## src/rtl/loader_pkg.sv

```systemverilog
// Shared types and constants for the instruction-store loader.
// Default widths match the core's program counter and machine word.
package loader_pkg;

    localparam int D_DEF    = 12;
    localparam int W_DEF    = 9;
    localparam int MAX_ADDR = 2**D_DEF - 1;

    typedef enum logic [2:0] {
        IDLE,
        LOAD,
        RELEASE,
        RUN,
        DONE
    } ldr_state_t;

endpackage

```

## src/rtl/prog_loader_if.sv

```systemverilog
// Host word stream into the loader.
// A word transfers on a posedge where in_valid and in_ready are both high; in_data and
// in_last are only meaningful while in_valid is high, and the host holds them until accepted.
interface prog_loader_if #(
    parameter int W = 9
);
    logic         in_valid;
    logic [W-1:0] in_data;
    logic         in_last;
    logic         in_ready;

    modport master (
        output in_valid,
        output in_data,
        output in_last,
        input  in_ready
    );

    modport slave (
        input  in_valid,
        input  in_data,
        input  in_last,
        output in_ready
    );
endinterface

```

## src/rtl/ldr_addr_ctr.sv

```systemverilog
// Write-address and word-count register for the loader.
// The address saturates at its top value; the count is one bit wider so a full store reads 2**D.
module ldr_addr_ctr #(
    parameter int D = 12
) (
    input  logic         clk,
    input  logic         reset,
    input  logic         clr,
    input  logic         inc,
    output logic [D-1:0] addr,
    output logic [D:0]   count,
    output logic         tc
);

    assign tc = (addr == {D{1'b1}});

    always_ff @(posedge clk) begin
        if (!reset) begin
            addr  <= '0;
            count <= '0;
        end else if (clr) begin
            addr  <= '0;
            count <= '0;
        end else if (inc) begin
            if (!tc) begin
                addr <= addr + D'(1);
            end
            count <= count + (D+1)'(1);
        end
    end

endmodule

```

## src/rtl/prog_loader.sv

```systemverilog
// Streams host words into instruction memory from address 0, holding the core in reset
// until the final word has been written, then tracks the core's done flag.
module prog_loader
    import loader_pkg::*;
#(
    parameter int D = 12,
    parameter int W = 9
) (
    input  logic          clk,
    input  logic          reset,
    input  logic          load_req,
    prog_loader_if.slave  host,
    output logic          wr_en,
    output logic [D-1:0]  wr_addr,
    output logic [W-1:0]  wr_data,
    output logic          core_reset,
    input  logic          core_done,
    output logic          busy,
    output logic          prog_done,
    output logic [D:0]    loaded_count,
    output logic          err_overflow,
    output ldr_state_t    state_dbg
);

    ldr_state_t   state;
    ldr_state_t   state_next;
    logic         accept;
    logic         ctr_clr;
    logic         ctr_inc;
    logic         ctr_tc;
    logic         err_next;
    logic [D-1:0] addr;

    ldr_addr_ctr #(.D(D)) u_addr_ctr (
        .clk   (clk),
        .reset (reset),
        .clr   (ctr_clr),
        .inc   (ctr_inc),
        .addr  (addr),
        .count (loaded_count),
        .tc    (ctr_tc)
    );

    assign state_dbg = state;

    always_comb begin
        state_next = state;
        ctr_clr    = 1'b0;
        ctr_inc    = 1'b0;
        err_next   = err_overflow;
        // in_ready is only ever high in LOAD, so this is the complete accept condition
        accept     = host.in_valid & host.in_ready;

        case (state)
            IDLE, DONE: begin
                if (load_req) begin
                    state_next = LOAD;
                    ctr_clr    = 1'b1;
                    err_next   = 1'b0;
                end
            end
            LOAD: begin
                if (accept) begin
                    ctr_inc = 1'b1;
                    if (host.in_last) begin
                        state_next = RELEASE;
                    end else if (ctr_tc) begin
                        state_next = IDLE;
                        err_next   = 1'b1;
                    end
                end
            end
            RELEASE: state_next = RUN;
            RUN: begin
                if (core_done) begin
                    state_next = DONE;
                end
            end
            default: state_next = IDLE;
        endcase
    end

    // Status outputs are registered from the next state so they line up with the state register.
    always_ff @(posedge clk) begin
        if (!reset) begin
            state         <= IDLE;
            host.in_ready <= 1'b0;
            wr_en         <= 1'b0;
            wr_addr       <= '0;
            wr_data       <= '0;
            core_reset    <= 1'b1;
            busy          <= 1'b0;
            prog_done     <= 1'b0;
            err_overflow  <= 1'b0;
        end else begin
            state         <= state_next;
            host.in_ready <= (state_next == LOAD);
            core_reset    <= !((state_next == RUN) || (state_next == DONE));
            busy          <= (state_next == LOAD) || (state_next == RELEASE);
            prog_done     <= (state_next == DONE);
            err_overflow  <= err_next;
            wr_en         <= accept;
            if (accept) begin
                wr_addr <= addr;
                wr_data <= host.in_data;
            end
        end
    end

endmodule

```

## src/flat_wrapper.sv

```systemverilog
// flat-port wrapper written by rule: the top's interface ports become plain ports
module prog_loader_flat import loader_pkg::*;
#(
    parameter int D = 12,
    parameter int W = 9
)
  (clk, reset, load_req, wr_en, wr_addr, wr_data, core_reset, core_done, busy, prog_done, loaded_count, err_overflow, state_dbg, host_in_valid, host_in_data, host_in_last, host_in_ready);
  prog_loader_if #(.W(W)) host_i ();
  input  logic clk;
  input  logic reset;
  input  logic load_req;
  output logic wr_en;
  output logic [D-1:0] wr_addr;
  output logic [W-1:0] wr_data;
  output logic core_reset;
  input  logic core_done;
  output logic busy;
  output logic prog_done;
  output logic [D:0] loaded_count;
  output logic err_overflow;
  output ldr_state_t state_dbg;
  input wire logic [$bits(host_i.in_valid)-1:0] host_in_valid;
  input wire logic [$bits(host_i.in_data)-1:0] host_in_data;
  input wire logic [$bits(host_i.in_last)-1:0] host_in_last;
  output wire logic [$bits(host_i.in_ready)-1:0] host_in_ready;
  assign host_i.in_valid = host_in_valid;
  assign host_i.in_data = host_in_data;
  assign host_i.in_last = host_in_last;
  assign host_in_ready = host_i.in_ready;
  prog_loader #(.D(D), .W(W)) u_core (.clk(clk), .reset(reset), .load_req(load_req), .host(host_i), .wr_en(wr_en), .wr_addr(wr_addr), .wr_data(wr_data), .core_reset(core_reset), .core_done(core_done), .busy(busy), .prog_done(prog_done), .loaded_count(loaded_count), .err_overflow(err_overflow), .state_dbg(state_dbg));
endmodule
```

## config.mk

```make
export PLATFORM = sky130hd
export DESIGN_NAME = prog_loader_flat
export DESIGN_NICKNAME = d
export VERILOG_FILES = /design/src/rtl/loader_pkg.sv /design/src/rtl/prog_loader_if.sv /design/src/rtl/ldr_addr_ctr.sv /design/src/rtl/prog_loader.sv /design/src/flat_wrapper.sv
export SDC_FILE = /design/constraint.sdc
export NUM_CORES = 1
export LEC_CHECK = 0
export BUFFER_PORTS_ARGS = -buffer_cell sky130_fd_sc_hd__buf_4
export CORE_MARGIN = 2
export CORE_UTILIZATION = 45
export CTS_BUF_LIST = sky130_fd_sc_hd__clkbuf_2 sky130_fd_sc_hd__clkbuf_4 sky130_fd_sc_hd__clkbuf_8
export DETAILED_ROUTE_END_ITERATION = 8
export GPL_ROUTABILITY_DRIVEN = 0
export PLACE_DENSITY = 0.71
export SYNTH_ARGS = -nofsm -noshare
export SYNTH_HDL_FRONTEND = slang
export SYNTH_HIERARCHICAL = 1
export SYNTH_SLANG_ARGS = --single-unit
```

## constraint.sdc

```tcl
create_clock -name clk -period 1.9 [get_ports clk]
set_clock_uncertainty 0.1 [all_clocks]
set_input_delay 0.19 -clock clk [delete_from_list [all_inputs] [get_ports clk]]
set_output_delay 0.19 -clock clk [all_outputs]
set_load 0.05 [all_outputs]
```

# Yosys cells after proc, flatten, opt, wreduce, memory -nomap -nowiden
# Index checks and enable logic that the tools add are counted.
totals:
  register_bits: 55
  wordCells: 53
  output_inout_bits: 43
classes:
  n_mux: 15
  bitwise_logic: 3
  n_eq_ne: 13
  n_reduce_logical: 9
  add_sub_neg: 2
ops:
  columns: ["cell", "n"]
  rows:
  - ["$mux 3", 5]
  - ["$add 13x1->13 const B", 1]
  - ["$add 12x1->12 const B", 1]
  - ["$eq 12x12->1 const B", 1]
  - ["$eq 3x2->1 const B", 4]
  - ["$pmux 3 s4", 1]
  - ["$mux 1", 8]
  - ["$eq 3x1->1 const B", 2]
  - ["$eq 3x3->1 const B", 2]
  - ["$reduce_and 5->1", 1]
  - ["$ne 2x1->1 const B", 2]
  - ["$ne 2x2->1 const B", 2]
  - ["$reduce_or 2->1", 2]
  - ["$logic_not 3->1", 1]
  - ["$logic_or 1x1->1", 2]
  - ["$not 1->1", 2]
  - ["$pmux 1 s2", 1]
  - ["$reduce_and 2->1", 1]
  - ["$reduce_bool 2->1", 1]
  - ["$and 1x1->1", 1]
  - ["$logic_not 1->1", 1]

# Longest topological paths before layout
depth:
  word_depth: 8
  ltp_mapped: 9
  depth_no_buf: 6

# By module
# Netlist, hierarchy kept.
by_module_without_submodules:
  columns: ["mod", "cells_each", "n_inst", "area_per_inst_um2"]
  rows:
  - ["ldr_addr_ctr", 133, 1, 1163.6]
  - ["prog_loader", 131, 1, 1163.6]

# Worst setup path after synthesis
# Ideal clock, no wire load.
synth_timing:
  path_type: "reg2reg"
  start: "register u_core.host.in_ready"
  end: "register u_core.u_addr_ctr.count[12]"
  period_less_slack_ns: 2.483
  path_slack_ns: -0.583
  t_arrival_ns: 2.323
  stages_incl_launch_ff: 9
  required_ns: 1.740
  cell_sequence: "dfxtp_1 -> and2_1 -> buf_2 -> buf_2 -> and2_1 -> nand2_1 -> or3_4 -> or4_1 -> nand2_1"
synth_between:
  elab_chain_len: 3
synth_lines:
  columns: ["element", "line_no", "text"]
  rows:
  - ["start: declaration", "prog_loader_if.sv:23", "output in_ready"]
  - ["start signal: assignment", "prog_loader.sv:97", "host.in_ready <= (state_next == LOAD);"]
  - ["$and 1x1->1", "prog_loader.sv:52", "accept = host.in_valid & host.in_ready;"]
  - ["$mux 1", "prog_loader.sv:63", "if (accept) begin"]
  - ["$mux 1", "prog_loader.sv:54", "case (state)"]
  - ["via u_core.ctr_inc", "prog_loader.sv:29", "logic ctr_inc;"]
  - ["end signal: assignment", "ldr_addr_ctr.sv:28", "count <= count + (D+1)'(1);"]
  - ["end: declaration", "ldr_addr_ctr.sv:11", "output logic [D:0] count,"]
# The timed path passes the listed nets, and every way through them passes these cells.
# A chain may end at the register's enable or synchronous reset.

# Worst setup path in the final report
layout_timing:
  start: "register u_core.state[2], in the netlist u_core/state_dbg[2]"
  end: "register u_core.u_addr_ctr.addr[9]"
layout_between:
  elab_cells_between_ends: 8
  cone_classes: "2 x eq/ne; 2 x mux; 4 x reduce/logical"
layout_lines:
  columns: ["element", "line_no", "text"]
  rows:
  - ["start: declaration", "prog_loader.sv:25", "ldr_state_t state;"]
  - ["start signal: assignment", "prog_loader.sv:96", "state <= state_next;"]
  - ["$eq 3x1->1", "prog_loader.sv:54", null]
  - ["$mux 1", "prog_loader.sv:54", null]
  - ["via u_core.ctr_inc", "prog_loader.sv:29", null]
  - ["$reduce_and 2->1 (no source line)", null, null]
  - ["end signal: assignment", "ldr_addr_ctr.sv:26", "addr <= addr + D'(1);"]
  - ["end: declaration", "ldr_addr_ctr.sv:10", "output logic [D-1:0] addr,"]
# The timed path passes the listed nets, and every way through them passes these cells.

==> metrics.md <==
| Metric | Value |
|---|---|
| Antenna Nets Post-Route | 0 |
| Worst Path Arrival | 1.91 ns |
| Clock share of power | 31.4% |
| Peak VDD IR | 0.000415 V |
| Slew margin rel. | 72.4% |
| GR Util met3 | 4.64% |
| Clock Latency Late Sink | 0.31 ns |
| Power Dens Cells | 662 mW/mm² |
| Slowest CP cell | dfxtp_4 |
| WL/cell | 12.4 µm |
| Max Buffers Root-to-Sink | 2 |
| Logic pwr share | 11.5% |
| Max Cap Viol | 0 |
| Leak Pwr | 0.00132 µW |
| Die area | 0.00576 mm² |
| Final Core Density | 61.8% |
| Via density | 5.15 |
| Distinct cells, synth | 47 |
| Hold Vio Cnt, Final | 0 |
| CTS Hold Bufs | 0 |
| Setup Viol. Count Final | 0 |
| EDFF count, synth | 0 |
| Initial antenna violation count | 0 |
| CTS H-tree lvls | 2 |
| CP top delay family | simple AND/OR/NAND/NOR gates |
| Layout cells sized above 1 | 32.2% |
| Sequential share of power | 57.1% |
| FF-to-FF End | u_core/u_addr_ctr/addr[9]$_SDFFE_PP0P_ |
| Die W | 75.9 µm |
| DP Worst Slack | 0.122 ns |
| Netlist Area Pre-Place | 0.00233 mm² |
| Final wirelength | 5.06 mm |
| Synth Instances | 264 |
| Overall die height | 75.9 µm |
| Psw | 540 µW |
| Clock-pin transition on the worst setup and hold timing paths | 0.10 ns |
| Antenna cells | 0 |
| First-pass GRT wire length | 8.69 mm |
| Max Clk Rate | 555 MHz |
| Critical Path Source Type | register |
| Busiest grt layer | met2 |
| Final WS setup | 0.0982 ns |
| Worst Hold Class | input pin to register |
| Min-delay src | host_in_data[4] |
| CP Max Fanout | 6 |
| Final nets | 354 |
| Sequential element share of the synthesized area | 47.3% |
| DRT Pass-1 Iters | 4 |
| Mean Syn Cell Area | 8.82 µm² |
| Final HPWL DP | 3.63 mm |
| WHS | 0.0244 ns |
| Number of DRC markers in iteration 0 | 76 |
| CP max stage delay | 0.37 ns |
| Crit path cell chain | nor3b_4 > and2_4 > buf_8 > nand4_1 > nor3_4 > o211ai_1 > o211a_1 |
| Synth Net Count | 281 |
| Required time of the worst setup path | 2.01 ns |
| Crit share post-route | 94.8% |
| Number of global-route vias before repair | 1920 |
| Placement Cell Area | 0.00294 mm² |
| Clock root cell | clkbuf_8 |
| Least-Margin Pin Slew | 0.410 ns |
| CTS tree | yes |
| Grt total ovfl | 0 |
| Min Tclk post-route | 1.80 ns |
| Prevailing post-synth register cell | dfxtp_1 |
| Fraction of registers with async set/reset | 0% |
| Final slew viol count | 0 |
| Synth Register Bits | 55 |
| Num rows | 26 |
| Gr usage total | 18.0% |
| P&R area growth vs syn | 34.0% |
| Core area | 0.00504 mm² |
| Vias | 2101 |
| Final Cell Area | 0.00312 mm² |
| R2R depth | 7 |
| Switching Fraction | 26.1% |
| Starting Density | 46.2% |
| CP bufs+invs | 1 |
| IO buf count | 57 |
| WHS Path Cells | 3 |
| Critical setup path kind | register to register |
| YS warnings | 6 |
| Status | finished, final reports clean |
| P_int | 1530 µW |
| Largest net degree at the start of global routing | 31 |
| # DRC | 0 |
| WHS Endpoint | u_core/wr_data[4]$_SDFFE_PN0N_ |
| Met1 usage | 22.4% |
| CTS buffer count | 5 |
| Top Ports | 58 |
| CTS Sinks | 55 |
| Reg2Reg Setup Slack | 0.1 ns |
| Worst r2r src | u_core/state_dbg[2]$_SDFF_PN0_ |
| Grt met2 use | 30.0% |
| CP endpoint kind | register |
[worst min-delay path, stage by stage]
cell,delay [ns]
buf_4,0.11
nand2_1,0.04
a21boi_0,0.06
[worst max-delay path by stage]
stage | start | endpoint | slack (ns) | depth (start not counted)
6_report | u_core/state_dbg[2]$_SDFF_PN0_ | u_core/u_addr_ctr/addr[9]$_SDFFE_PP0P_ | 0.1 | 7
5_1_grt | u_core/state_dbg[2]$_SDFF_PN0_ | u_core/u_addr_ctr/addr[11]$_SDFFE_PP0P_ | -0.08 | 7
4_1_cts | u_core/state_dbg[0]$_SDFF_PN0_ | u_core/u_addr_ctr/addr[11]$_SDFFE_PP0P_ | 0.11 | 7
3_5_place_dp | u_core/state_dbg[0]$_SDFF_PN0_ | u_core/u_addr_ctr/addr[11]$_SDFFE_PP0P_ | 0.12 | 7
3_3_place_gp | u_core/state_dbg[0]$_SDFF_PN0_ | u_core/u_addr_ctr/count[12]$_SDFFE_PP0P_ | 0.16 | 6
2_1_floorplan | u_core/host.in_ready$_SDFF_PN0_ | u_core/u_addr_ctr/count[12]$_SDFFE_PP0P_ | -0.05 | 8
[per-stage QoR]
| step | power, µW | TNS (ns) | cells |
|---|---|---|---|
| 6_report | 2060 | 0 | 408 |
| 5_1_grt | 2160 | -0.119 | 408 |
| 4_1_cts | 2080 | 0 | 402 |
| 3_5_place_dp | 1440 | 0 | 394 |
| 3_3_place_gp | 1440 | 0 | 394 |
| 2_1_floorplan | 1360 | -0.108 | 264 |
[routing by layer]
layer  routed length, µm  vias up
met3                 249        7
met1                2340      981
met5                   0        -
li1                    -     1065
met4                  94        0
met2                2380       48
[cell usage after synthesis, types with 3 or more instances]
cell,count,area [µm²]
a21boi_0,22,165
a21oi_1,7,35.0
a31oi_1,3,18.8
and2_1,5,31.3
and3_1,8,50.1
buf_2,4,20.0
clkbuf_1,8,30.0
dfxtp_1,55,1100
inv_1,3,11.3
mux2i_1,3,30.0
nand2_1,54,203
nand3_1,9,45.0
nand4_1,5,31.3
nor2_1,21,78.8
nor3_1,7,35.0
o211ai_1,3,22.5
o21ai_0,3,15.0
xnor2_1,4,35.0
xor2_1,6,52.6
[flip-flops by register name (all words and copies together), names as in the netlist]
name	flops
u_core/wr_en	1
u_core/wr_addr	12
u_core/prog_done	1
u_core/u_addr_ctr/addr	12
u_core/core_reset	1
u_core/host.in_ready	1
u_core/busy	1
u_core/state_dbg	3
u_core/err_overflow	1
u_core/wr_data	9
u_core/u_addr_ctr/count	13
[final cells by class]
type,count,area (µm²)
Multi-Input combinational cell,194,1200
Clock inverter,3,25.0
Timing Repair Buffer,78,606
Sequential cell,55,1120
Tap cell,70,87.6
Clock buffer,5,68.8
Fill cell,434,1920
Inverter,3,11.3
[cells in the final DEF (no fill, tap or decap), drive strengths merged, types with 4 or more instances in the layout]
cell type / netlist / routed
a21oi: 7 / 7
and3: 9 / 9
o21ai: 4 / 4
nand4: 5 / 5
a21boi: 22 / 22
nand2: 54 / 54
dfxtp: 55 / 55
nor2: 21 / 21
clkbuf: 8 / 5
xnor2: 4 / 4
xor2: 6 / 6
nor3: 7 / 7
nand3: 10 / 10
buf: 4 / 78
and2: 5 / 5
[kinds of logic after synthesis]
group                      after synthesis  synth area share [%]
buffers and inverters                   15                  2.63
xor gates and xnor gates                10                  3.76
AOI/OAI and AO/OA                       51                  16.0
and+or+nand+nor                        128                  27.9
DFF                                     55                  47.3
muxes                                    3                  1.29
adders and majority gates                2                  1.08
[power by group through the flow]
stage | sequential, µW | combinational (µW) | clock, µW
floorplan | 1270 | 88.0 | 0
global placement | 1210 | 228 | 0
detailed placement | 1210 | 229 | 0
CTS | 1180 | 229 | 672
global route | 1180 | 253 | 719
finish | 1180 | 237 | 649
[what timing repair did]
| action | 4_1_cts | 5_1_grt |
|---|---|---|
| setup buffers | 0 | 6 |
| gates resized for setup | 0 | 7 |
| setup endpoints to repair | 0 | 3 |
Note: power is estimated with default switching activity, not from simulation.
